--- config.mk ---
export PLATFORM = sky130hd
export DESIGN_NAME = ledger_access_arbiter
export DESIGN_NICKNAME = d
export VERILOG_FILES = /design/src/rtl/ledger_access_arbiter.sv
export SDC_FILE = /design/constraint.sdc
export NUM_CORES = 1
export LEC_CHECK = 0
export CAP_MARGIN = 20
export CORE_MARGIN = 8
export CORE_UTILIZATION = 25
export CTS_BUF_LIST = sky130_fd_sc_hd__clkbuf_2 sky130_fd_sc_hd__clkbuf_4 sky130_fd_sc_hd__clkbuf_8
export CTS_CLUSTER_DIAMETER = 150
export DETAILED_ROUTE_END_ITERATION = 8
export GPL_TIMING_DRIVEN = 0
export SETUP_SLACK_MARGIN = 0.15
export SYNTH_ARGS = -nofsm -noshare
export SYNTH_HDL_FRONTEND = slang
export SYNTH_SLANG_ARGS = --single-unit
--- constraint.sdc ---
create_clock -name clk -period 4.3 [get_ports clk]
set_input_delay 0.645 -clock clk [delete_from_list [all_inputs] [get_ports clk]]
set_output_delay 0.645 -clock clk [all_outputs]
set_load 0.01 [all_outputs]
--- src/rtl/ledger_access_arbiter.sv ---
// Round-robin arbiter owning the account balance store.
// Each granted transaction runs load, exec and commit as one atomic sequence.
module ledger_access_arbiter #(
   parameter int NUM_REQ  = 4,
   parameter int REQ_W    = 2,
   parameter int NUM_ACCT = 10,
   parameter int IDX_W    = 4,
   parameter int BAL_W    = 8,
   parameter int INIT_BAL = 100
) (
   input  logic                     clk,
   input  logic                     rst,
   input  logic [NUM_REQ-1:0]       req,
   input  logic [2*NUM_REQ-1:0]     op,
   input  logic [IDX_W*NUM_REQ-1:0] src_index,
   input  logic [IDX_W*NUM_REQ-1:0] dst_index,
   input  logic [BAL_W*NUM_REQ-1:0] amount,
   output logic [NUM_REQ-1:0]       ack,
   output logic [REQ_W-1:0]         grant_id,
   output logic                     busy,
   output logic [BAL_W-1:0]         resp_balance,
   output logic                     err_balance,
   output logic                     err_index
);

   localparam logic [IDX_W-1:0] ACCT_LIM = IDX_W'(NUM_ACCT);
   localparam logic [BAL_W-1:0] INIT_V   = BAL_W'(INIT_BAL);
   localparam logic [1:0]       OP_READ  = 2'b00;
   localparam logic [1:0]       OP_WDR   = 2'b01;
   localparam logic [1:0]       OP_DEP   = 2'b10;
   localparam logic [1:0]       OP_XFER  = 2'b11;

   typedef enum logic [1:0] {
      IDLE,
      LOAD,
      EXEC,
      COMMIT
   } state_t;

   state_t            state;
   logic [REQ_W-1:0]  ptr;
   logic [BAL_W-1:0]  bal [NUM_ACCT];

   logic [1:0]        lat_op;
   logic [IDX_W-1:0]  lat_src;
   logic [IDX_W-1:0]  lat_dst;
   logic [BAL_W-1:0]  lat_amt;
   logic [BAL_W-1:0]  src_bal;
   logic [BAL_W-1:0]  dst_bal;
   logic              idx_err;
   logic [BAL_W-1:0]  new_src;
   logic [BAL_W-1:0]  new_dst;
   logic              wr_src;
   logic              wr_dst;

   logic              found;
   logic [REQ_W-1:0]  pick;
   logic [REQ_W-1:0]  cand;
   int                sel;

   // First requesting port at or after the pointer, wrapping upward.
   always_comb begin
      found = 1'b0;
      pick  = ptr;
      cand  = ptr;
      for (int i = 0; i < NUM_REQ; i++) begin
         cand = ptr + REQ_W'(i);
         if (!found && req[cand]) begin
            found = 1'b1;
            pick  = cand;
         end
      end
      sel = int'(pick);
   end

   logic              src_bad;
   logic              dst_bad;

   always_comb begin
      src_bad = lat_src >= ACCT_LIM;
      dst_bad = lat_dst >= ACCT_LIM;
   end

   logic [BAL_W:0]    src_sum;
   logic [BAL_W:0]    dst_sum;
   logic              short_funds;
   logic [BAL_W-1:0]  x_new_src;
   logic [BAL_W-1:0]  x_new_dst;
   logic              x_err_bal;
   logic              x_wr_src;
   logic              x_wr_dst;

   // Result computation with one carry bit to catch overflow.
   always_comb begin
      src_sum     = {1'b0, src_bal} + {1'b0, lat_amt};
      dst_sum     = {1'b0, dst_bal} + {1'b0, lat_amt};
      short_funds = lat_amt > src_bal;
      x_new_src   = src_bal;
      x_new_dst   = dst_bal;
      x_err_bal   = 1'b0;
      x_wr_src    = 1'b0;
      x_wr_dst    = 1'b0;
      case (lat_op)
         OP_WDR: begin
            if (short_funds) begin
               x_err_bal = 1'b1;
            end else begin
               x_new_src = src_bal - lat_amt;
               x_wr_src  = 1'b1;
            end
         end
         OP_DEP: begin
            if (src_sum[BAL_W]) begin
               x_err_bal = 1'b1;
            end else begin
               x_new_src = src_sum[BAL_W-1:0];
               x_wr_src  = 1'b1;
            end
         end
         OP_XFER: begin
            if (lat_src == lat_dst) begin
               x_err_bal = 1'b0;
            end else if (short_funds || dst_sum[BAL_W]) begin
               x_err_bal = 1'b1;
            end else begin
               x_new_src = src_bal - lat_amt;
               x_new_dst = dst_sum[BAL_W-1:0];
               x_wr_src  = 1'b1;
               x_wr_dst  = 1'b1;
            end
         end
         default: begin
            x_err_bal = 1'b0;
         end
      endcase
      if (idx_err) begin
         x_new_src = src_bal;
         x_new_dst = dst_bal;
         x_err_bal = 1'b0;
         x_wr_src  = 1'b0;
         x_wr_dst  = 1'b0;
      end
   end

   always_ff @(posedge clk or posedge rst) begin
      if (rst) begin
         state        <= IDLE;
         ptr          <= '0;
         grant_id     <= '0;
         busy         <= 1'b0;
         ack          <= '0;
         resp_balance <= '0;
         err_balance  <= 1'b0;
         err_index    <= 1'b0;
         lat_op       <= OP_READ;
         lat_src      <= '0;
         lat_dst      <= '0;
         lat_amt      <= '0;
         src_bal      <= '0;
         dst_bal      <= '0;
         idx_err      <= 1'b0;
         new_src      <= '0;
         new_dst      <= '0;
         wr_src       <= 1'b0;
         wr_dst       <= 1'b0;
         for (int a = 0; a < NUM_ACCT; a++) begin
            bal[a] <= INIT_V;
         end
      end else begin
         ack <= '0;
         case (state)
            IDLE: begin
               if (found) begin
                  grant_id <= pick;
                  lat_op   <= op[sel*2 +: 2];
                  lat_src  <= src_index[sel*IDX_W +: IDX_W];
                  lat_dst  <= dst_index[sel*IDX_W +: IDX_W];
                  lat_amt  <= amount[sel*BAL_W +: BAL_W];
                  busy     <= 1'b1;
                  state    <= LOAD;
               end
            end
            LOAD: begin
               idx_err <= src_bad || (lat_op == OP_XFER && dst_bad);
               src_bal <= src_bad ? '0 : bal[lat_src];
               dst_bal <= dst_bad ? '0 : bal[lat_dst];
               state   <= EXEC;
            end
            EXEC: begin
               new_src      <= x_new_src;
               new_dst      <= x_new_dst;
               wr_src       <= x_wr_src;
               wr_dst       <= x_wr_dst;
               ack          <= NUM_REQ'(1) << grant_id;
               resp_balance <= x_new_src;
               err_balance  <= x_err_bal;
               err_index    <= idx_err;
               state        <= COMMIT;
            end
            COMMIT: begin
               // Source and destination land on the same edge.
               if (wr_src) bal[lat_src] <= new_src;
               if (wr_dst) bal[lat_dst] <= new_dst;
               wr_src <= 1'b0;
               wr_dst <= 1'b0;
               ptr    <= grant_id + REQ_W'(1);
               busy   <= 1'b0;
               state  <= IDLE;
            end
            default: state <= IDLE;
         endcase
      end
   end

endmodule

==> impl_results.md <==
* Crit path from: lat_amt[0]$_DFFE_PP0P_
* Io pins at 95
* Final period demand of the worst path at 3020 ps
* Largest net degree at the start of global routing at 39
* Hold_sp: err_balance$_DFFE_PP0P_
* Final hold violations at 0
* Max Fanout on Critical Path at 5
* Asr flop ratio synth at 100%
* H-tree depth at 4
* Pre-CTS WS at 1310 ps
* Die area at 44900 um^2
* Sw Pwr at between 3 and 4 mW
* Number of synthesized flops with an enable pin at 0
* Starting density of the core at 25.4%
* Most frequently used flop master after synthesis: dfrtp_1
* N_diodes at 0
* CP startpoint kind: flip-flop
* Distinct cells, synth at 72
* Highest-count cells in the layout ignoring fill and taps: 133 x nor2_1, 116 x dfrtp_1, 101 x a21oi_1, 94 x clkdlybuf4s50_1, 80 x o22ai_1
* Setup ws final at 1280 ps
* Postcts setup bufs at 0
* Finished Layout Cells at 1613
* Grt total ovfl at 0
* Worst-Skew Late Latency at 470 ps
* Nets at 1203
* Layout cells sized above 1 at 18.0%
* Die Width at 212 um
* P&R area growth vs syn at 21.6%
* Clock sinks at 146
* Vias at 8465
* Overall power at 8.41 mW
* Commonest non-fill, non-tap cell in the layout: nor2_1
* First-pass iteration count of the detailed router at 5
* Setup violations, final at 0
* Required time of the critical path at roughly 4700 ps
* WHS Path Cells at 1
* Placed cell count at 1581
* Clk slew on worst S/H paths at ~90 ps
* Sw frac at 45.6%
* Final Instance Area at 11700 um^2
* Critical path endpoint: new_src[4]$_DFFE_PP0P_
* Num rows at 71
* Crit Path Class: flip-flop to flip-flop
* Post-Route Skew at 14.3 ps
* Class of the worst hold path: flip-flop to flip-flop
* Die H at 212 um
* Sequential element share of the synthesized area at 38.4%
* Avg Vias per Cell at roughly 5.2
* First-pass GRT wire length at 50.3 mm
* Drt drc at 0
* Total core area at 37800 um^2
* Share of power burned in combinational logic at between 50% and 60%
* Root buf cell: clkbuf_8
* Number of CTS-inserted buffers at 17
* Vias in the first global route at roughly 8500
* R2R Path Start: lat_amt[0]$_DFFE_PP0P_
* DP HPWL at 25.0 mm
* WL/cell at 20.3 um
* Total negative slack at 0 ps
* Max_cap viols at 0
* Iter 0 DRT Violations at 947
* CP arrival at 3440 ps
* Worst slew pin tran at a little under 900 ps
* Initial antenna violation count at 0
* Area after DPL at about 11000 um^2
* Slew headroom at 42.3%
* Synth Register Bits at approximately 150
* Cts repair resizes at 0
* Post-cts hold buffer count at 0
* Clock buffer depth at 2
* Status: finished, final reports clean
* P_int at 4.58 mW
* Total Routed Length at 32.7 mm
* Cell Pwr Density at 720 nW/um^2
* Fin crit share at between 70 and 80%
* Crit end category: flip-flop
* Placer Congestion at 0.937
* Leak at 4.67 nW
* Max-slew violation count at 0
* CTS tree: done
* Netlist Area Pre-Place at 9600 um^2
* RSZ-0062 raised after global routing: false
* Syn Nets at ~1100
* Flop-to-flop setup slack at about 1300 ps
* Gr usage total at roughly 15%
* Worst vdd rail ir drop at 0.248 mV
* Port bufs at 94
* Avg Inst Size Synth at 9.88 um^2
* Highest achievable clock rate at about 330 MHz
* RR Endpoint: new_src[4]$_DFFE_PP0P_
* Fin util at 30.9%
* R2R cell count at 8
* Hold slack at 506 ps
* Flop pwr share at 31.8%
* Clk pwr share at 13.8%
* Post-Syn Instances at 972
* Warnings, synthesis at 0
* Remaining antenna violation count at 0
per-layer routing:
metal / GRT usage [%] / vias to the layer above / wire length [um]
met5: 0 / - / 0
met4: 5.18 / 0 / 988
met3: 3.09 / 60 / 2080
met2: 23.7 / 334 / 15400
met1: 19.1 / 4210 / 14200
li1: - / 3861 / -
state kept, by name, summed over array words and instances, names as in the netlist:
name         cells
dst_bal          8
busy             1
new_src          8
lat_amt          8
state            2
src_bal          8
lat_dst          4
ack              4
lat_src          4
wr_dst           1
idx_err          1
new_dst          8
lat_op           2
wr_src           1
err_index        1
ptr              2
grant_id         2
bal             80
err_balance      1
final cells by class:
class | instances | area [um^2]
plain buffers | 77 | 362
clock buffers | 19 | 255
inverters | 35 | 135
repair buffers | 98 | 1020
fillers | 3890 | 26100
multi-input cells | 714 | 5420
well taps | 511 | 639
clock inverters | 13 | 159
flip-flops and latches | 146 | 3690
cells by family (layout without fill, tap and decap cells):
group | count (synthesis) | after routing | share of synthesized area [%]
AO/OA/AOI/OAI | 312 | 312 | 20.8
AND/OR/NAND/NOR | 261 | 261 | 12.6
flip-flops | 146 | 146 | 38.4
buffers and inverters | 112 | 242 | 5.13
multiplexers | 87 | 87 | 16.4
adder cells (fa/ha/maj) | 36 | 36 | 4.93
XOR/XNOR | 18 | 18 | 1.64
critical path, cell delays in order, from the launching register on:
cell,delay (ps)
dfrtp_1,480
ha_1,280
fa_1,440
a211oi_2,240
o21ai_0,170
a311oi_2,420
nor2_1,110
nor3_1,550
a221o_1,280
power by group through the flow:
stage / logic (mW) / registers [mW] / clock network (mW)
3_5_place_dp: 4.52 / 2.67 / 0
4_1_cts: 4.54 / 2.66 / 1.18
2_1_floorplan: 3.22 / 2.43 / 0
6_report: 4.58 / 2.67 / 1.16
5_1_grt: 4.96 / 2.75 / 1.24
3_3_place_gp: 4.46 / 2.66 / 0
worst min-delay path by stage:
stage	end	slack [ps]
after global placement	err_index$_DFFE_PP0P_	490
after floorplan	bal[2]$_DFFE_PP1P_	480
after CTS	err_balance$_DFFE_PP0P_	500
after detailed placement	err_balance$_DFFE_PP0P_	480
final	err_balance$_DFFE_PP0P_	510
after global routing	bal[14]$_DFFE_PP1P_	530
cell usage after synthesis, drive strengths merged (3+ instances only):
cell type    n  share of area, %
nor2       133               5.2
dfrtp      116                30
a21oi      102               5.4
o22ai       80               5.2
mux4        50                12
clkbuf      47               1.8
mux2        37               4.3
nand2       36               1.4
inv         35               1.4
ha          33               4.3
o21ai       31               1.6
buf         30               1.9
dfstp       30               8.2
a22oi       16               1.3
nand3       16              0.83
nor3        15              0.83
nor2b       12              0.78
xnor2       11               1.0
nand2b       9              0.59
a31o         8              0.73
a31oi        8              0.52
and2         8              0.52
a221o        7              0.73
a2bb2oi      7              0.64
or2          7              0.46
xor2         7              0.64
nand3b       6              0.47
o21a         6              0.47
a211oi       5              0.44
a21boi       5              0.47
a21o         5              0.39
and3         5              0.33
o211ai       4              0.36
o31ai        4              0.31
or3          4              0.26
a311oi       3              0.34
fa           3              0.63
o2111ai      3              0.27
o21bai       3              0.23
o32ai        3              0.27
Note: power is estimated with default switching activity, not from simulation.
